==> config.mk <==
export PLATFORM = sky130hd
export DESIGN_NAME = clk_div_ctrl
export DESIGN_NICKNAME = d
export VERILOG_FILES = /design/src/rtl/clk_div_ctrl.sv
export SDC_FILE = /design/constraint.sdc
export NUM_CORES = 1
export LEC_CHECK = 0
export CAP_MARGIN = 40
export CELL_PAD_IN_SITES_DETAIL_PLACEMENT = 0
export CELL_PAD_IN_SITES_GLOBAL_PLACEMENT = 1
export CORE_ASPECT_RATIO = 1.2
export CORE_MARGIN = 2
export CORE_UTILIZATION = 29
export CTS_BUF_LIST = sky130_fd_sc_hd__clkbuf_16
export DETAILED_ROUTE_END_ITERATION = 8
export PLACE_DENSITY_LB_ADDON = 0.12
export SLEW_MARGIN = 5
export SYNTH_ARGS = -nofsm -noshare
export SYNTH_HDL_FRONTEND = slang
export SYNTH_SLANG_ARGS = --single-unit
==> constraint.sdc <==
create_clock -name clk -period 3.2 [get_ports clk]
set_clock_uncertainty 0.15 [all_clocks]
set_input_delay 0.48 -clock clk [delete_from_list [all_inputs] [get_ports clk]]
set_output_delay 0.48 -clock clk [all_outputs]
set_load 0.02 [all_outputs]
==> src/rtl/clk_div_ctrl.sv <==
// clk_div_ctrl: runtime-programmable clock divider.
// Produces a registered divided clock whose ratio can be reprogrammed over a
// valid/ready handshake. Ratio changes and stop requests only take effect at
// period boundaries, so out_clk never shows a runt high or low phase.
module clk_div_ctrl #(
    parameter int W           = 8,
    parameter int DEFAULT_DIV = 4
) (
    input  logic         clk,
    input  logic         rst_n,
    input  logic         en,
    input  logic         cfg_valid,
    input  logic [W-1:0] cfg_div,
    output logic         cfg_ready,
    output logic         cfg_err,
    output logic         pending,
    output logic [W-1:0] div_active,
    output logic         out_clk,
    output logic         tick
);

    localparam logic [W-1:0] DEF_DIV = W'(DEFAULT_DIV);

    typedef enum logic [1:0] {
        IDLE,
        RUN,
        STOP
    } state_t;

    state_t       state;
    logic [W-1:0] cnt;
    logic [W-1:0] shadow;

    logic         xfer;
    logic         legal;
    logic         boundary;
    logic [W-1:0] cnt_inc;
    logic [W-1:0] high_len;

    // A shadow ratio blocks further transfers until it has been applied.
    assign cfg_ready = ~pending;

    // Handshake decode, period boundary detect and high-phase length.
    always_comb begin
        xfer     = cfg_valid && cfg_ready;
        legal    = (cfg_div >= W'(2));
        boundary = (state != IDLE) && (cnt == div_active - W'(1));
        cnt_inc  = cnt + W'(1);
        high_len = div_active - (div_active >> 1);
    end

    // Divider state machine, ratio shadowing and all registered outputs.
    always_ff @(posedge clk) begin
        if (!rst_n) begin
            state      <= IDLE;
            cnt        <= '0;
            shadow     <= '0;
            pending    <= 1'b0;
            div_active <= DEF_DIV;
            out_clk    <= 1'b0;
            tick       <= 1'b0;
            cfg_err    <= 1'b0;
        end else begin
            cfg_err <= xfer && !legal;
            case (state)
                IDLE: begin
                    cnt <= '0;
                    // Nothing is running, so a legal ratio applies directly.
                    if (xfer && legal) begin
                        div_active <= cfg_div;
                    end
                    if (en) begin
                        state   <= RUN;
                        out_clk <= 1'b1;
                        tick    <= 1'b1;
                    end else begin
                        out_clk <= 1'b0;
                        tick    <= 1'b0;
                    end
                end
                RUN, STOP: begin
                    if (boundary) begin
                        cnt <= '0;
                        if (pending) begin
                            div_active <= shadow;
                            pending    <= 1'b0;
                        end
                        if (en) begin
                            state   <= RUN;
                            out_clk <= 1'b1;
                            tick    <= 1'b1;
                            // Ratio offered on the boundary waits out the
                            // period that starts now.
                            if (xfer && legal) begin
                                shadow  <= cfg_div;
                                pending <= 1'b1;
                            end
                        end else begin
                            state   <= IDLE;
                            out_clk <= 1'b0;
                            tick    <= 1'b0;
                            // Going idle, so no period can be disturbed.
                            if (xfer && legal) begin
                                div_active <= cfg_div;
                            end
                        end
                    end else begin
                        cnt     <= cnt_inc;
                        out_clk <= (cnt_inc < high_len);
                        tick    <= 1'b0;
                        state   <= en ? RUN : STOP;
                        if (xfer && legal) begin
                            shadow  <= cfg_div;
                            pending <= 1'b1;
                        end
                    end
                end
                default: begin
                    state   <= IDLE;
                    cnt     <= '0;
                    out_clk <= 1'b0;
                    tick    <= 1'b0;
                end
            endcase
        end
    end

endmodule

==> impl_metrics.py, run 1 <==
metrics = {
    "run_status": {
        "status": "completed",
    },
    "yosys": {
        "synth.area.top_cells": "dfxtp_1 (26%), ha_1 (15%), mux2i_1 (7.0%), nand2_1 (5.7%), xnor2_1 (5.3%)",
        "yosysTopAreaCell": "dfxtp_1",
        "yosys.cell_count.top_type": "nand2_1",
        "netlist_top_cells_count": "nand2_1 (35), dfxtp_1 (30), ha_1 (28), inv_1 (22), mux2i_1 (16)",
        "synthArstFlopShare": 0,
        "ys_seq_area_frac": 0.261,
        "synth_edf_count": 0,
        "yosysUniqueCellTypes": 46,
        "synth_top_area_frac": 0.261,
        "ys.flop_type": "dfxtp_1",
        "avgSynthCellArea_um2": 8.72,
        "syn_area_mm2": 0.00230,
        "synth_warnings": 0,
        "syn_inst": 264,
        "synth-seq-cells": 30,
        "synth_nets": 305,
    },
    "cells_and_area": {
        "syn_to_final_growth_pct": 23.9,
        "layout-drive-gt1-share": 0.113,
        "finalInstanceArea_mm2": 0.00285,
        "ff_latch_area_um2": 601,
        "final_nets": 340,
        "fin_util": 0.370,
        "nFillCells": 826,
        "multi_input_area_mm2": 0.00158,
        "antennaDiodeCount": 0,
    },
    "power": {
        "power_density_mw_per_mm2": 489,
        "power_leakage_nw": 1.18,
        "ir_worst_vdd_v": 0.000186,
    },
    "global_route": {
        "grtUsageTotal": 0.135,
        "grt_start_max_net_pins": 37,
        "grt_pass1_vias": 1823,
        "grt-ovfl-total": 0,
        "grt_pass1_wl_mm": 9.04,
        "antenna_found_initial": 0,
    },
    "drt": {
        "drtPass1Iterations": 4,
        "via_per_inst": 4.64,
        "drc": 0,
        "drt-total-wl_mm": 5.55,
        "vias": 1817,
        "wl_per_cell_um": 14.2,
        "antenna_left": 0,
        "first_iter_violations": 45,
    },
    "placement": {
        "port_buffers": 24,
        "place.gp.congestion": 0.810,
        "place_area_mm2": 0.00271,
        "place_hpwl_mm": 4.50,
        "dpl_worst_slack_ns": 0.0987,
    },
    "critical_path": {
        "cp_top_family": "compound AO/OA/AOI/OAI gates",
        "cp-end-kind": "register",
        "arrival_ns": 3.08,
        "crit_path_max_incr_delay_ns": 0.39,
        "crit_type": "reg2reg",
        "worstPathCellList": "buf_4 > ha_1 > inv_1 > fa_1 > nor2b_1 > o21a_1 > o21bai_1 > a21oi_1 > nor2_1 > xor2_1 > ha_1 > a2111oi_1 > o21ai_0 > nor3_1 > o21bai_1",
        "worstPathRequired_ns": 3.25,
        "start_kind": "register",
        "crit_path_top_delay_cell": "fa_1",
        "path_buf_inv": 2,
        "cp_max_fo": 5,
    },
    "clock_tree": {
        "cts.clk_slew.worst_paths_ns": 0.05,
        "post-cts-setup-buffers": 0,
        "cts-hold-fix-buffers": 0,
        "cts_buffers": 5,
        "ctsHtreeMaxLevel": 2,
        "cts_buffer_depth": 2,
        "cts_resized": 0,
        "clockRootBuffer": "clkbuf_16",
        "cts_tree": "built",
        "clock_latency_ns": 0.27,
        "cts.sinks": 30,
    },
    "sta": {
        "slew_violations": 0,
        "grt_setup_unrepaired": "false",
        "min_period_ns": 3.02,
        "fmaxAchievable_mhz": 331,
        "worst_slew_pin_slew_ns": 0.569,
        "fin_crit_sh": 0.945,
        "fin_setup_tns_ns": 0,
        "holdWs_ns": 0.304,
        "finalHoldViolCount": 0,
        "setup_viol": 0,
        "setup_slack_ns": 0.177,
        "slew_headroom": 0.621,
    },
    "die": {
        "die_w_um": 85.3,
        "start_util": 0.299,
        "io_pins": 25,
        "dieHeight_um": 102,
        "die_area_mm2": 0.00867,
        "placementRows": 35,
        "core_region_area_mm2": 0.00771,
    },
    "flow_run": {
        "cap_violations": 0,
    },
    "min_path": {
        "min_path_type": "reg2reg",
    },
}
## cells in the final DEF, fill, tap and decap left out, types with 3 or more instances in the layout
master	instances
xor2_1	9
nand2_1	35
xnor2_1	14
inv_1	21
a21oi_1	8
o21ai_0	12
ha_1	28
nor2b_1	8
mux2i_1	16
and3_1	3
clkbuf_16	5
buf_4	13
o21a_1	3
nor2_1	9
clkinv_1	3
dfxtp_1	30
nor3_1	3
o211ai_1	8
nand3_1	5
nand2b_1	8
clkdlybuf4s50_1	24
## power by group
| part | internal [mW] | switching, mW | total (mW) |
|---|---|---|---|
| Clock | 0.279 | 0.162 | 0.442 |
| Combinational | 0.246 | 0.295 | 0.541 |
| Sequential | 0.397 | 0.0143 | 0.411 |
| Total | 0.922 | 0.471 | 1.39 |
## path summary, 6_finish.rpt
path,startpoint,endpoint,slack (ns),cells after the start
worst max-delay path,div_active[1],out_clk,0.18,15
worst min-delay path,shadow[1],shadow[1],0.30,2
worst max register to register,div_active[1],out_clk,0.18,15
worst min register to register,shadow[1],shadow[1],0.30,2
## metal layers
layer | vias to the layer above | share of wire | global-route usage | wire, µm
met5 | - | 0 | 0 | 0
met4 | 0 | 0.022 | 0.0598 | 123
met3 | 6 | 0.024 | 0.0310 | 135
met2 | 22 | 0.49 | 0.231 | 2730
met1 | 819 | 0.46 | 0.162 | 2560
li1 | 970 | - | - | -
## cells by family (layout without fill, tap and decap cells)
kind of cell    Yosys count  count (layout)  synth area share
mux                      16              16            0.0696
xor+xnor                 24              24            0.0946
fa+ha+maj                29              29             0.161
compound gates           50              50             0.170
simple gates             84              84             0.189
buf+inv                  31              67            0.0554
flops                    30              30             0.261
## stage by stage
stage	instances	power, mW
global route	392	1.50
finish	392	1.39
detailed placement	384	0.967
CTS	392	1.42
global placement	384	0.966
floorplan	264	0.803
## cell type report
cell class,instances,share of cell area
flip-flops and latches,30,0.211
multi-input cells,203,0.554
clock inverters,3,0.00395
inverters,22,0.0290
repair buffers,37,0.118
well taps,92,0.0404
clock buffers,5,0.0439
## sequential cells by signal, indices dropped and copies added, names as in the netlist
signal and flops:
tick 1, shadow 8, div_active 8, out_clk 1
cnt 8, cfg_err 1, pending 1, state 2
## worst register-to-register path: stages (launching register included)
cell       delay [ns]
dfxtp_1          0.32
buf_4            0.14
ha_1             0.17
inv_1            0.06
fa_1             0.39
nor2b_1          0.15
o21a_1           0.19
o21bai_1         0.13
a21oi_1          0.09
nor2_1           0.11
xor2_1           0.09
ha_1             0.19
a2111oi_1        0.35
o21ai_0          0.14
nor3_1           0.16
o21bai_1         0.13
(Power assumes the default switching activity.)
==> run 2: changes to the inputs <==
--- a/config.mk
+++ b/config.mk
@@ -14,7 +14,6 @@
 export CTS_BUF_LIST = sky130_fd_sc_hd__clkbuf_16
 export DETAILED_ROUTE_END_ITERATION = 8
 export PLACE_DENSITY_LB_ADDON = 0.12
-export SLEW_MARGIN = 5
 export SYNTH_ARGS = -nofsm -noshare
 export SYNTH_HDL_FRONTEND = slang
 export SYNTH_SLANG_ARGS = --single-unit
==> results of run 2 <==
The final DEF is identical to that of run 1; final timing and power are the same.
